$ cat src/rtl/br_pkg.sv
// Shared types and helpers for branch resolution: op encoding and 2-bit
// saturating direction counters.
package br_pkg;

    typedef enum logic [3:0] {
        BR_NONE = 4'd0,
        BEQ     = 4'd1,
        BNE     = 4'd2,
        BLT     = 4'd3,
        BGE     = 4'd4,
        BLTU    = 4'd5,
        BGEU    = 4'd6,
        JAL     = 4'd7,
        JALR    = 4'd8
    } br_op_e;

    localparam int unsigned CTR_W     = 2;
    localparam logic [1:0]  CTR_RESET = 2'b01;

    function automatic logic [1:0] ctr_sat_inc(input logic [1:0] ctr);
        return (ctr == 2'b11) ? ctr : ctr + 2'd1;
    endfunction

    function automatic logic [1:0] ctr_sat_dec(input logic [1:0] ctr);
        return (ctr == 2'b00) ? ctr : ctr - 2'd1;
    endfunction

    function automatic logic [1:0] ctr_next(input logic [1:0] ctr, input logic taken);
        return taken ? ctr_sat_inc(ctr) : ctr_sat_dec(ctr);
    endfunction

endpackage

$ cat src/rtl/branch_hist_table.sv
// Direction counter table: combinational lookup, synchronous train/reset.
// A lookup in the same cycle as a write to the same index sees the old value.
module branch_hist_table
    import br_pkg::*;
#(
    parameter int unsigned ENTRIES = 64,
    parameter int unsigned IDX_W   = 6
) (
    input  logic             clk,
    input  logic             rst,
    input  logic [IDX_W-1:0] rd_idx,
    output logic             rd_taken,
    input  logic             wr_en,
    input  logic [IDX_W-1:0] wr_idx,
    input  logic             wr_taken
);

    logic [CTR_W-1:0] ctr_q [ENTRIES];

    always_ff @(posedge clk) begin
        if (rst) begin
            for (int unsigned i = 0; i < ENTRIES; i++) begin
                ctr_q[i] <= CTR_RESET;
            end
        end else if (wr_en) begin
            ctr_q[wr_idx] <= ctr_next(ctr_q[wr_idx], wr_taken);
        end
    end

    assign rd_taken = ctr_q[rd_idx][CTR_W-1];

endmodule

$ cat src/rtl/branch_resolve_unit.sv
// EX-stage branch resolution: evaluates conditionals and jumps, flags
// mispredicts with a registered one-cycle redirect and trains the BHT.
module branch_resolve_unit
    import br_pkg::*;
#(
    parameter int unsigned XLEN        = 32,
    parameter int unsigned BHT_ENTRIES = 64,
    parameter int unsigned IDX_LO      = 2
) (
    input  logic            clk,
    input  logic            rst,
    input  logic [XLEN-1:0] pred_pc_i,
    output logic            pred_taken_o,
    input  logic            ex_valid_i,
    input  logic [3:0]      ex_op_i,
    input  logic [XLEN-1:0] ex_pc_i,
    input  logic [XLEN-1:0] ex_imm_i,
    input  logic [XLEN-1:0] ex_rs1_i,
    input  logic [XLEN-1:0] ex_rs2_i,
    input  logic            ex_pred_taken_i,
    input  logic [XLEN-1:0] ex_pred_target_i,
    output logic            redirect_o,
    output logic [XLEN-1:0] redirect_pc_o,
    output logic [XLEN-1:0] link_o,
    output logic            misalign_o,
    output logic [31:0]     branch_cnt_o,
    output logic [31:0]     mispred_cnt_o
);

    localparam int unsigned IDX_W   = $clog2(BHT_ENTRIES);
    localparam int unsigned STAT_W  = 32;

    br_op_e          op;
    logic            is_br_c;
    logic            is_cond_c;
    logic            taken_c;
    logic [XLEN-1:0] target_c;
    logic [XLEN-1:0] jalr_sum_c;
    logic [XLEN-1:0] pc4_c;
    logic            mispred_c;
    logic            misalign_c;
    logic            accept_c;
    logic [XLEN-1:0] correct_pc_c;

    logic            redirect_q;
    logic [XLEN-1:0] redirect_pc_q;
    logic [XLEN-1:0] link_q;
    logic            misalign_q;
    logic [STAT_W-1:0] branch_cnt_q;
    logic [STAT_W-1:0] mispred_cnt_q;

    logic unused_pred_pc_bits;

    assign op         = br_op_e'(ex_op_i);
    assign pc4_c      = ex_pc_i + XLEN'(4);
    assign jalr_sum_c = ex_rs1_i + ex_imm_i;

    // Direction and target for the instruction currently in EX
    always_comb begin
        is_br_c   = 1'b1;
        is_cond_c = 1'b1;
        taken_c   = 1'b0;
        target_c  = ex_pc_i + ex_imm_i;
        case (op)
            BEQ:  taken_c = (ex_rs1_i == ex_rs2_i);
            BNE:  taken_c = (ex_rs1_i != ex_rs2_i);
            BLT:  taken_c = ($signed(ex_rs1_i) <  $signed(ex_rs2_i));
            BGE:  taken_c = ($signed(ex_rs1_i) >= $signed(ex_rs2_i));
            BLTU: taken_c = (ex_rs1_i <  ex_rs2_i);
            BGEU: taken_c = (ex_rs1_i >= ex_rs2_i);
            JAL: begin
                is_cond_c = 1'b0;
                taken_c   = 1'b1;
            end
            JALR: begin
                is_cond_c = 1'b0;
                taken_c   = 1'b1;
                target_c  = {jalr_sum_c[XLEN-1:1], 1'b0};
            end
            default: begin
                is_br_c   = 1'b0;
                is_cond_c = 1'b0;
            end
        endcase
    end

    // An active redirect means EX holds a wrong-path instruction this cycle
    assign accept_c     = ex_valid_i && is_br_c && !redirect_q;
    assign mispred_c    = (taken_c != ex_pred_taken_i) ||
                          (taken_c && (target_c != ex_pred_target_i));
    assign misalign_c   = taken_c && target_c[1];
    assign correct_pc_c = taken_c ? target_c : pc4_c;

    always_ff @(posedge clk) begin
        if (rst) begin
            redirect_q    <= 1'b0;
            redirect_pc_q <= '0;
            link_q        <= '0;
            misalign_q    <= 1'b0;
            branch_cnt_q  <= '0;
            mispred_cnt_q <= '0;
        end else begin
            redirect_q    <= accept_c && mispred_c && !misalign_c;
            misalign_q    <= accept_c && misalign_c;
            redirect_pc_q <= accept_c ? correct_pc_c : '0;
            link_q        <= accept_c ? pc4_c : '0;
            if (accept_c && (branch_cnt_q != '1)) begin
                branch_cnt_q <= branch_cnt_q + STAT_W'(1);
            end
            if (accept_c && mispred_c && (mispred_cnt_q != '1)) begin
                mispred_cnt_q <= mispred_cnt_q + STAT_W'(1);
            end
        end
    end

    branch_hist_table #(
        .ENTRIES (BHT_ENTRIES),
        .IDX_W   (IDX_W)
    ) u_bht (
        .clk      (clk),
        .rst      (rst),
        .rd_idx   (pred_pc_i[IDX_LO +: IDX_W]),
        .rd_taken (pred_taken_o),
        .wr_en    (accept_c && is_cond_c),
        .wr_idx   (ex_pc_i[IDX_LO +: IDX_W]),
        .wr_taken (taken_c)
    );

    assign unused_pred_pc_bits = ^pred_pc_i;

    assign redirect_o    = redirect_q;
    assign redirect_pc_o = redirect_pc_q;
    assign link_o        = link_q;
    assign misalign_o    = misalign_q;
    assign branch_cnt_o  = branch_cnt_q;
    assign mispred_cnt_o = mispred_cnt_q;

endmodule

$ cat config.mk
export PLATFORM = sky130hd
export DESIGN_NAME = branch_resolve_unit
export DESIGN_NICKNAME = d
export VERILOG_FILES = /design/src/rtl/br_pkg.sv /design/src/rtl/branch_hist_table.sv /design/src/rtl/branch_resolve_unit.sv
export SDC_FILE = /design/constraint.sdc
export NUM_CORES = 1
export LEC_CHECK = 0
export CAP_MARGIN = 10
export CORE_MARGIN = 5
export CORE_UTILIZATION = 43
export DETAILED_ROUTE_END_ITERATION = 6
export GPL_ROUTABILITY_DRIVEN = 1
export PLACE_DENSITY_LB_ADDON = 0.15
export SYNTH_ARGS = -nofsm -noshare
export SYNTH_HDL_FRONTEND = slang
export SYNTH_SLANG_ARGS = --single-unit
export TNS_END_PERCENT = 10
$ cat constraint.sdc
create_clock -name clk -period 6.25 [get_ports clk]
set_input_delay 0.625 -clock clk [delete_from_list [all_inputs] [get_ports clk]]
set_output_delay 0.625 -clock clk [all_outputs]
set_load 0.05 [all_outputs]
==> flow_metrics.env <==
export IMPL_status="finished, final reports clean"
export IMPL_switchingPower_mw=1.50
export IMPL_intPower_mw=3.32
export IMPL_synth_edf_count=128
export IMPL_relSlewSlack_pct=22.5
export IMPL_die_w_um=218
export IMPL_cts_buffers_inserted=29
export IMPL_worstMarginPinSlew_ns=1.16
export IMPL_grt_pass1_wl_um=96900
export IMPL_synth_area_per_cell_sq_um=8.75
export IMPL_worstSetupStartpointType="primary input"
export IMPL_p_leak_nw=8.23
export IMPL_p_seq_share_pct=37.7
export IMPL_power_total_mw=4.82
export IMPL_timing_rr_end="mispred_cnt_o[26]$_SDFFE_PP0P_"
export IMPL_hold_path_depth=2
export IMPL_vias=17500
export IMPL_dieArea_sq_um=47500
export IMPL_cp_slowest_cell="or4_1"
export IMPL_fin_crit_ns=5.15
export IMPL_netlist_area_sq_um=18600
export IMPL_grt_pass1_vias=16800
export IMPL_synth_seq_cells=258
export IMPL_setup_viol=0
export IMPL_place_area_sq_um=22100
export IMPL_core_region_area_sq_um=42900
export IMPL_path_max_fanout=5
export IMPL_dp_hpwl_um=49200
export IMPL_cts_htree_levels=1
export IMPL_drc_errors=0
export IMPL_clkPwrFrac_pct=34.8
export IMPL_antenna_found_initial=3
export IMPL_areaGrowthSynthToFinish_pct=24.0
export IMPL_path_clk_slew_ns=0.06
export IMPL_post_route_period_util_pct=82.5
export IMPL_firstDrtPassIters=6
export IMPL_hold_ws_ns=0.486
export IMPL_drv_cap=0
export IMPL_n_fill_cell=3967
export IMPL_crit_chain="clkdlybuf4s50_1 -> ha_1 -> nand4_1 -> nor4_2 -> buf_4 -> o311ai_0 -> buf_4 -> o2111ai_1 -> buf_4 -> mux2_2 -> o311a_2 -> nor4_1 -> nand4_1 -> or4_1 -> and3_4 -> mux2_4"
export IMPL_syn_num_nets=2423
export IMPL_rrSetupSlack_ns=2.62
export IMPL_hold_end="branch_cnt_o[24]$_SDFFE_PP0P_"
export IMPL_finalInstanceArea_sq_um=23000
export IMPL_place_port_buffers=304
export IMPL_rsz0062_at_grt="no"
export IMPL_peakVddDrop_v=0.000227
export IMPL_r2r_cells=13
export IMPL_wl_per_cell_um=21.7
export IMPL_ant_nets=0
export IMPL_cts_hold_buf=0
export IMPL_finalClockSkew_ns=0.0237
export IMPL_layout_cells_non_filler=2960
export IMPL_critPathCaptureType="register"
export IMPL_cts_tree="done"
export IMPL_gp_congestion=0.936
export IMPL_synthCells=2125
export IMPL_routed_via_density=5.90
export IMPL_hold_path_class="in -> reg"
export IMPL_clock_sinks=258
export IMPL_ios=331
export IMPL_r2r_start="mispred_cnt_o[9]$_SDFFE_PP0P_"
export IMPL_overflow=0
export IMPL_hold_violations=0
export IMPL_fin_tns_setup_ns=0
export IMPL_hold_path_startpoint="rst"
export IMPL_first_iter_violations=1293
export IMPL_track_usage_pct=25.7
export IMPL_slew_violations=0
export IMPL_worstPathRequired_ns=6.71
export IMPL_final_nets=2648
export IMPL_cts_root_buf="clkbuf_16"
export IMPL_worstPathArrival_ns=5.61
export IMPL_synth_warnings=0
export IMPL_crit_path_max_incr_delay_ns=0.64
export IMPL_switching_share_pct=31.2
export IMPL_crit_top_cell="buf_4"
export IMPL_async_flop_share_pct=0
export IMPL_critPathKind="in -> reg"
export IMPL_clock_latency_ns=0.59
export IMPL_rows=76
export IMPL_ys_seq_area_share_pct=34.7
export IMPL_clockBufferDepth=3
export IMPL_timing_fmax_mhz=194
export IMPL_ys_types=97
export IMPL_combPwrFrac_pct=27.4
export IMPL_initial_core_util_pct=43.4
export IMPL_grt_max_degree=102
export IMPL_post_cts_buffers=0
export IMPL_place_inst=2904
export IMPL_synthFlopType="dfxtp_1"
export IMPL_drive_gt1_share_pct=9.48
export IMPL_powerDensity_nw_per_um2=209
export IMPL_die_h_um=218
export IMPL_wl_um=64100
export IMPL_post_cts_resized=0
[logic make-up after synthesis]
group / synth area share (%)
buffers and inverters: 4.43
AND/OR/NAND/NOR: 24.4
AO/OA/AOI/OAI: 17.1
XOR/XNOR: 7.31
adder cells (fa/ha/maj): 6.78
multiplexers: 5.37
flip-flops: 34.7
[layer usage]
metal	vias up	wire, um	GRT usage (%)
li1	8312	-	-
met1	8405	26500	33.9
met2	608	30800	43.8
met3	126	4490	3.73
met4	6	2280	8.29
met5	-	40	0
[cell type report]
class,count,area [sq um],share of cell area [%]
antenna,2,5.00,0.0217
clock buffer,42,812,3.52
clock inverter,12,126,0.548
inverter,55,206,0.896
multi-input combinational,1664,11400,49.4
sequential,258,6450,28.0
tap,585,732,3.18
timing repair buffer,342,3340,14.5
[placed cells by master (no fill, tap or decap), drive strengths merged, types with 64 or more instances in the layout]
cell	synthesis	routed
nor2	235	235
ha	96	96
nor3	101	101
o21ai	64	64
xor2	81	81
a21oi	111	111
clkdlybuf4s50	0	303
edfxtp	128	128
dfxtp	130	130
nand4	65	65
nand2	182	182
[stage by stage]
stage	setup slack (ns)	util [%]
CTS	1.10	53.7
global route	0.918	53.7
detailed placement	0.517	51.5
floorplan	1.53	-
global placement	0.457	51.5
finish	1.10	53.7
[power by group through the flow]
stage	combinational [mW]	sequential, mW	clock, mW
after floorplan	0.787	1.91	0
after global placement	1.29	1.85	0
after detailed placement	1.30	1.86	0
after CTS	1.31	1.82	1.72
after global routing	1.42	1.82	1.78
final	1.32	1.82	1.68
[sequential cells by signal, indices dropped and copies added (netlist names)]
signal / count
misalign_o: 1
redirect_pc_o: 32
branch_cnt_o: 32
redirect_o: 1
u_bht.ctr_q: 128
mispred_cnt_o: 32
link_o: 32
[synth_stat cells, drive strengths merged, types with 16 or more instances]
library cell  instances  area, sq um
a211oi               40          305
a21o                 28          210
a21oi               111          571
a221oi               21          196
a22o                 16          140
a22oi                36          270
a31oi                29          188
and2                 19          119
and3                 24          155
buf                  45          228
clkbuf              103          389
dfxtp               130         2600
edfxtp              128         3840
ha                   96         1200
inv                  55          206
mux2                 23          263
mux2i                25          263
mux4                 21          473
nand2               182          686
nand3                63          315
nand4                65          407
nor2                235          882
nor2b                24          150
nor3                101          510
o21ai                64          320
or2                  60          375
or3                  28          175
or4                  20          150
xnor2                51          447
xor2                 81          709
[worst max-delay path, delay by kind of cell]
family | cells | cell delay, ns
simple gates | 6 | 2.19
buf+inv | 4 | 1.05
compound gates | 3 | 0.69
fa+ha+maj | 1 | 0.44
mux | 2 | 0.61
[worst max path at each step]
| stage | start | to | depth (start not counted) |
|---|---|---|---|
| 5_1_grt | ex_rs1_i[31] | mispred_cnt_o[2]$_SDFFE_PP0P_ | 16 |
| 6_report | ex_rs1_i[31] | mispred_cnt_o[2]$_SDFFE_PP0P_ | 16 |
| 3_5_place_dp | ex_rs1_i[31] | mispred_cnt_o[2]$_SDFFE_PP0P_ | 16 |
| 3_3_place_gp | ex_rs1_i[31] | mispred_cnt_o[2]$_SDFFE_PP0P_ | 16 |
| 2_1_floorplan | ex_imm_i[0] | mispred_cnt_o[2]$_SDFFE_PP0P_ | 15 |
| 4_1_cts | ex_rs1_i[31] | mispred_cnt_o[2]$_SDFFE_PP0P_ | 16 |
(Power assumes the default switching activity.)
